`config.mk`:
```
export PLATFORM = sky130hd
export DESIGN_NAME = ps_pad_responder
export DESIGN_NICKNAME = d
export VERILOG_FILES = /design/src/rtl/ps_pad_responder.sv
export SDC_FILE = /design/constraint.sdc
export NUM_CORES = 1
export LEC_CHECK = 0
export ABC_AREA = 1
export BUFFER_PORTS_ARGS = -buffer_cell sky130_fd_sc_hd__buf_2
export CAP_MARGIN = 0
export CORE_MARGIN = 3
export CORE_UTILIZATION = 50
export DETAILED_ROUTE_END_ITERATION = 16
export HOLD_SLACK_MARGIN = 0.12
export PLACE_DENSITY_LB_ADDON = 0.08
export SLEW_MARGIN = 15
export SYNTH_ARGS = -nofsm -noshare
export SYNTH_HDL_FRONTEND = slang
export SYNTH_SLANG_ARGS = --single-unit
```
`constraint.sdc`:
```
create_clock -name clk -period 4 [get_ports clk]
set_input_delay 0.2 -clock clk [delete_from_list [all_inputs] [get_ports clk]]
set_output_delay 0.2 -clock clk [all_outputs]
set_load 0.01 [all_outputs]
```
`src/rtl/ps_pad_responder.sv`:
```
// PlayStation pad device-side responder: oversamples the host's SEL/CLK/TXD,
// returns ID and button/axis bytes LSB first and generates the per-byte ACK.
module ps_pad_responder #(
  parameter int ACK_DELAY = 40,
  parameter int ACK_WIDTH = 20
) (
  input  logic        clk,
  input  logic        reset,
  input  logic        I_psSEL,
  input  logic        I_psCLK,
  input  logic        I_psTXD,
  output logic        O_psRXD,
  output logic        O_psACK,
  input  logic        I_analog,
  input  logic [7:0]  I_btn1,
  input  logic [7:0]  I_btn2,
  input  logic [31:0] I_axes,
  output logic [7:0]  O_cmd_data,
  output logic [3:0]  O_cmd_idx,
  output logic        O_cmd_valid,
  output logic        O_poll_done
);

  localparam int DLY_MAX = (ACK_DELAY > ACK_WIDTH) ? ACK_DELAY : ACK_WIDTH;
  localparam int DLY_W   = (DLY_MAX < 1) ? 1 : $clog2(DLY_MAX + 1);

  typedef enum logic [2:0] {
    S_IDLE, S_LOAD, S_SHIFT, S_ACK_WAIT, S_ACK, S_IGNORE
  } state_t;

  function automatic logic [7:0] reply_byte(input logic [3:0] idx, input logic analog,
                                            input logic [7:0] b1, input logic [7:0] b2,
                                            input logic [31:0] ax);
    case (idx)
      4'd0:    reply_byte = 8'hFF;
      4'd1:    reply_byte = analog ? 8'h73 : 8'h41;
      4'd2:    reply_byte = 8'h5A;
      4'd3:    reply_byte = b1;
      4'd4:    reply_byte = b2;
      4'd5:    reply_byte = ax[7:0];
      4'd6:    reply_byte = ax[15:8];
      4'd7:    reply_byte = ax[23:16];
      4'd8:    reply_byte = ax[31:24];
      default: reply_byte = 8'hFF;
    endcase
  endfunction

  // [0],[1] synchronize; [2] is the previous synchronized value for edge detect
  logic [2:0] sel_q, sclk_q;
  logic [1:0] txd_q;

  state_t            state_q, state_d;
  logic [3:0]        byte_idx_q, byte_idx_d;
  logic [2:0]        bit_cnt_q, bit_cnt_d;
  logic [DLY_W-1:0]  dly_q, dly_d;
  logic              rxd_q, rxd_d, ack_q, ack_d;
  logic [7:0]        cmd_data_q, cmd_data_d;
  logic [3:0]        cmd_idx_q, cmd_idx_d;
  logic              cmd_valid_q, cmd_valid_d, poll_done_q, poll_done_d;

  logic              snap_analog_q, snap_analog_d;
  logic [7:0]        snap_btn1_q, snap_btn1_d, snap_btn2_q, snap_btn2_d;
  logic [31:0]       snap_axes_q, snap_axes_d;
  logic [7:0]        rx_q, rx_d, tx_q, tx_d;

  logic       sel_fall, sel_rise, sclk_rise, sclk_fall;
  logic [7:0] rx_byte, load_byte;
  logic [3:0] last_idx;

  assign sel_fall  =  sel_q[2]  & ~sel_q[1];
  assign sel_rise  = ~sel_q[2]  &  sel_q[1];
  assign sclk_rise = ~sclk_q[2] &  sclk_q[1];
  assign sclk_fall =  sclk_q[2] & ~sclk_q[1];
  assign rx_byte   = {txd_q[1], rx_q[7:1]};
  assign last_idx  = snap_analog_q ? 4'd8 : 4'd4;
  assign load_byte = reply_byte(byte_idx_q, snap_analog_q, snap_btn1_q, snap_btn2_q, snap_axes_q);

  always_comb begin
    state_d       = state_q;
    byte_idx_d    = byte_idx_q;
    bit_cnt_d     = bit_cnt_q;
    dly_d         = dly_q;
    rxd_d         = rxd_q;
    ack_d         = ack_q;
    cmd_data_d    = cmd_data_q;
    cmd_idx_d     = cmd_idx_q;
    cmd_valid_d   = 1'b0;
    poll_done_d   = 1'b0;
    snap_analog_d = snap_analog_q;
    snap_btn1_d   = snap_btn1_q;
    snap_btn2_d   = snap_btn2_q;
    snap_axes_d   = snap_axes_q;
    rx_d          = rx_q;
    tx_d          = tx_q;

    if (sel_rise) begin
      state_d = S_IDLE;
      rxd_d   = 1'b1;
      ack_d   = 1'b1;
    end else begin
      case (state_q)
        S_IDLE: begin
          rxd_d = 1'b1;
          ack_d = 1'b1;
          if (sel_fall) begin
            byte_idx_d    = 4'd0;
            snap_analog_d = I_analog;
            snap_btn1_d   = I_btn1;
            snap_btn2_d   = I_btn2;
            snap_axes_d   = I_axes;
            state_d       = S_LOAD;
          end
        end
        S_LOAD: begin
          tx_d      = load_byte;
          rxd_d     = load_byte[0];
          bit_cnt_d = 3'd0;
          state_d   = S_SHIFT;
        end
        S_SHIFT: begin
          if (sclk_rise) begin
            rx_d      = rx_byte;
            bit_cnt_d = bit_cnt_q + 3'd1;
            if (bit_cnt_q == 3'd7) begin
              cmd_valid_d = 1'b1;
              cmd_data_d  = rx_byte;
              cmd_idx_d   = byte_idx_q;
              rxd_d       = 1'b1;
              dly_d       = '0;
              if ((byte_idx_q == 4'd0 && rx_byte != 8'h01) ||
                  (byte_idx_q == 4'd1 && rx_byte != 8'h42)) begin
                state_d = S_IGNORE;
              end else if (byte_idx_q == last_idx) begin
                poll_done_d = 1'b1;
                state_d     = S_IGNORE;
              end else begin
                state_d = S_ACK_WAIT;
              end
            end
          end else if (sclk_fall) begin
            // bit_cnt already points at the next bit once its predecessor was sampled
            rxd_d = tx_q[bit_cnt_q];
          end
        end
        S_ACK_WAIT: begin
          if (dly_q == DLY_W'(ACK_DELAY)) begin
            ack_d   = 1'b0;
            dly_d   = '0;
            state_d = S_ACK;
          end else begin
            dly_d = dly_q + 1'b1;
          end
        end
        S_ACK: begin
          if (dly_q == DLY_W'(ACK_WIDTH - 1)) begin
            ack_d      = 1'b1;
            byte_idx_d = byte_idx_q + 4'd1;
            state_d    = S_LOAD;
          end else begin
            dly_d = dly_q + 1'b1;
          end
        end
        S_IGNORE: begin
          rxd_d = 1'b1;
          ack_d = 1'b1;
        end
        default: state_d = S_IDLE;
      endcase
    end
  end

  always_ff @(posedge clk or posedge reset) begin
    if (reset) begin
      sel_q       <= 3'b111;
      sclk_q      <= 3'b111;
      txd_q       <= 2'b11;
      state_q     <= S_IDLE;
      byte_idx_q  <= 4'd0;
      bit_cnt_q   <= 3'd0;
      dly_q       <= '0;
      rxd_q       <= 1'b1;
      ack_q       <= 1'b1;
      cmd_data_q  <= 8'h00;
      cmd_idx_q   <= 4'd0;
      cmd_valid_q <= 1'b0;
      poll_done_q <= 1'b0;
    end else begin
      sel_q       <= {sel_q[1:0], I_psSEL};
      sclk_q      <= {sclk_q[1:0], I_psCLK};
      txd_q       <= {txd_q[0], I_psTXD};
      state_q     <= state_d;
      byte_idx_q  <= byte_idx_d;
      bit_cnt_q   <= bit_cnt_d;
      dly_q       <= dly_d;
      rxd_q       <= rxd_d;
      ack_q       <= ack_d;
      cmd_data_q  <= cmd_data_d;
      cmd_idx_q   <= cmd_idx_d;
      cmd_valid_q <= cmd_valid_d;
      poll_done_q <= poll_done_d;
    end
  end

  // Snapshot and shift registers carry data only and need no reset
  always_ff @(posedge clk) begin
    snap_analog_q <= snap_analog_d;
    snap_btn1_q   <= snap_btn1_d;
    snap_btn2_q   <= snap_btn2_d;
    snap_axes_q   <= snap_axes_d;
    rx_q          <= rx_d;
    tx_q          <= tx_d;
  end

  assign O_psRXD     = rxd_q;
  assign O_psACK     = ack_q;
  assign O_cmd_data  = cmd_data_q;
  assign O_cmd_idx   = cmd_idx_q;
  assign O_cmd_valid = cmd_valid_q;
  assign O_poll_done = poll_done_q;

endmodule

```
==> run_results.csv <==
group,metric,value,unit
layout,final_util,65.9,%
clock_tree,ctsHoldBuffers,53,
power_and_ir_drop,swShare,31.5,%
clock_tree,cts_max_level,3,
clock_tree,clockBufferDepth,2,
logic_synthesis,synth.most_common_cell,"nand2_1",
power_and_ir_drop,p_sw,843,uW
power_and_ir_drop,power.density,459,nW/um^2
layout,drive_above_1_share,20.8,%
logic_synthesis,synthDistinctLibCells,38,
logic_synthesis,synth_top_area_share,41.6,%
placement,io_buffer_count,69,
power_and_ir_drop,p_comb_share,22.4,%
detailed_routing,route.vias.total,3522,
sta,rsz0062_at_grt,"false",
logic_synthesis,syn-num-nets,504,
clock_tree,cts.sinks,104,
detailed_routing,via_per_inst,5.17,
logic_synthesis,syn_area,4620,sq um
placement,place_inst,613,
logic_synthesis,ys_seq_area_share,63.5,%
placement,hpwlAfterDp,6550,um
layout,final_cells,681,
logic_synthesis,synth_edf_count,64,
global_routing,antenna_found_initial,0,
floorplanning,die_h,102,um
power_and_ir_drop,vdd_drop_max,258,uV
layout,nets,634,
sta,setup_viol,0,
global_routing,grt_pass1_wl,16400,um
global_routing,grt_start_max_net_pins,41,
logic_synthesis,yosys.area.top_type,"edfxtp_1",
clock_tree,cts_tree,"built",
floorplanning,start_util,52.2,%
critical_path,crit_type,"flip-flop to flip-flop",
placement,gp_congestion,0.926,
logic_synthesis,synth.cells.most_frequent,"84 x nand2_1, 64 x edfxtp_1, 55 x inv_1",
global_routing,grt_pass1_vias,3420,
clock_tree,numCtsBuffers,9,
sta,hold_violations,0,
global_routing,grtUsageTotal,20.4,%
power_and_ir_drop,pwr-share-seq,51.8,%
sta,hold_ws,0.365,ns
sta,final.setup.tns,0,ns
min_path,worstHoldPathType,"flip-flop to flip-flop",
floorplanning,io_pins,70,
floorplanning,die_w,102,um
clock_tree,post-cts-setup-buffer-count,0,
status,status,"completed",
sta,maxSlewHeadroom,34.5,%
detailed_routing,drc,0,
sta,finalClockSkew,0.00894,ns
sta,tightest_slew,0.980,ns
sta,post-route-min-period,2.41,ns
power_and_ir_drop,design_power_total,2.67,mW
floorplanning,std_cell_rows,34,
critical_path,end_kind,"flip-flop",
logic_synthesis,async_flop_share,38.5,%
clock_tree,postCtsResizedCells,0,
detailed_routing,drt_iter0_drc,146,
clock_tree,cts.clk_slew.worst_paths,0.10,ns
detailed_routing,wl_per_cell,14.5,um
critical_path,cp_max_fo,20,
critical_path,startpoint_type,"flip-flop",
detailed_routing,drtAntennaViolNets,0,
critical_path,cp.arrival,2.64,ns
layout,syn_to_final_growth,26.1,%
critical_path,crit_required,4.23,ns
power_and_ir_drop,p_clk_share,25.8,%
floorplanning,die_area,10400,sq um
job,max_cap_viol_count,0,
logic_synthesis,synth.avg_cell_area,10.5,sq um
logic_synthesis,synth_warnings,0,
logic_synthesis,synth_cells,439,
detailed_routing,routed_wl,9890,um
logic_synthesis,ys_ff_latch,104,
global_routing,overflow,0,
sta,slew_viol_final,0,
sta,fin_crit_sh,60.3,%
sta,max_freq,415,MHz
clock_tree,clkLatencyLatePin,0.37,ns
logic_synthesis,synth_top_flop_cell,"edfxtp_1",
clock_tree,cts_root_buf,"clkbuf_8",
logic_synthesis,synth_area_leaders,"edfxtp_1 42%, dfrtp_1 16%, nand2_1 6.8%",
layout,n_antenna_cell,0,
power_and_ir_drop,leakage,2.62,nW
detailed_routing,drtPass1Iterations,4,
power_and_ir_drop,power.internal,1.83,mW
floorplanning,core_area,8850,sq um
[cell type report]
type | count | area (sq um)
clock buffers | 9 | 124
repair buffers | 124 | 891
multi-input cells | 268 | 1420
flip-flops and latches | 104 | 2940
well taps | 108 | 135
fillers | 697 | 3020
clock inverters | 6 | 86.3
inverters | 62 | 243
[kinds of logic (layout without fill, tap and decap cells)]
family                     count (synthesis)  after routing  synth area share (%)
xor gates and xnor gates                   1              1                 0.190
DFF                                      104            104                  63.5
and+or+nand+nor                          198            198                  19.7
buffers and inverters                     67            201                  6.04
adders and majority gates                 11             11                  2.98
AOI/OAI and AO/OA                         58             58                  7.63
[registers in the layout, indices dropped and copies added, names as in the netlist, 4 cells and up]
| name | count |
|---|---|
| snap_axes_q | 32 |
| byte_idx_q | 4 |
| snap_btn2_q | 8 |
| snap_btn1_q | 8 |
| tx_q | 8 |
| dly_q | 6 |
| rx_q | 7 |
| O_cmd_data | 8 |
| O_cmd_idx | 4 |
[worst paths after layout]
check / startpoint / to / slack, ns / depth (start not counted)
min in group asynchronous: reset / O_cmd_idx[1] / 0.49 / 4
min: sel_q[0] / sel_q[1] / 0.37 / 0
min reg2reg: sel_q[0] / sel_q[1] / 0.37 / 0
max: sel_q[2] / O_cmd_data[6] / 1.59 / 6
max in group asynchronous: reset / txd_q[1] / 3.14 / 4
max reg2reg: sel_q[2] / O_cmd_data[6] / 1.59 / 6
[layer usage]
metal / share of wire (%) / track usage (%) / up-vias
met1: 43 / 26.8 / 1648
li1: - / - / 1758
met5: 0 / 0 / -
met2: 50 / 34.0 / 103
met3: 4.9 / 4.78 / 13
met4: 1.4 / 6.16 / 0
[power by group through the flow]
stage | clock network [mW] | logic [mW] | registers [mW]
floorplan | 0 | 0.402 | 1.39
global placement | 0 | 0.552 | 1.40
detailed placement | 0 | 0.560 | 1.41
CTS | 0.706 | 0.600 | 1.39
global route | 0.759 | 0.682 | 1.40
finish | 0.690 | 0.599 | 1.39
[cells in the final DEF, fill, tap and decap left out, types with 3 or more instances in the layout]
| cell type | netlist | final |
|---|---|---|
| nand2_2 | 4 | 4 |
| nand2_1 | 84 | 84 |
| o21ai_1 | 6 | 6 |
| ha_1 | 11 | 11 |
| clkbuf_8 | 0 | 9 |
| dfrtp_1 | 30 | 30 |
| a221oi_1 | 5 | 5 |
| a21oi_1 | 9 | 9 |
| nand3_2 | 3 | 3 |
| inv_1 | 55 | 55 |
| dlygate4sd3_1 | 0 | 53 |
| dfstp_2 | 10 | 10 |
| edfxtp_1 | 64 | 64 |
| o22ai_1 | 5 | 5 |
| a211oi_1 | 4 | 4 |
| nor3_1 | 3 | 3 |
| buf_2 | 1 | 69 |
| nor2_1 | 44 | 43 |
| o21ai_0 | 20 | 20 |
| nand4_1 | 9 | 9 |
| nand3_1 | 43 | 43 |
| inv_2 | 5 | 5 |
[critical path, cell delays in order (launching register included)]
cell and delay, ns:
dfstp_2 0.56, inv_1 0.04, ha_1 0.28, nor4_4 0.57, nand2_1 0.56, nand2_1 0.19, o21ai_1 0.08
[metrics by stage]
stage               instance area, sq um  worst slack (ns)
detailed placement                  5090              1.56
CTS                                 5830              1.54
global placement                    5090              1.67
floorplan                           4620             0.776
finish                              5830              1.59
global route                        5830              1.30
Note: power is estimated with default switching activity, not from simulation.
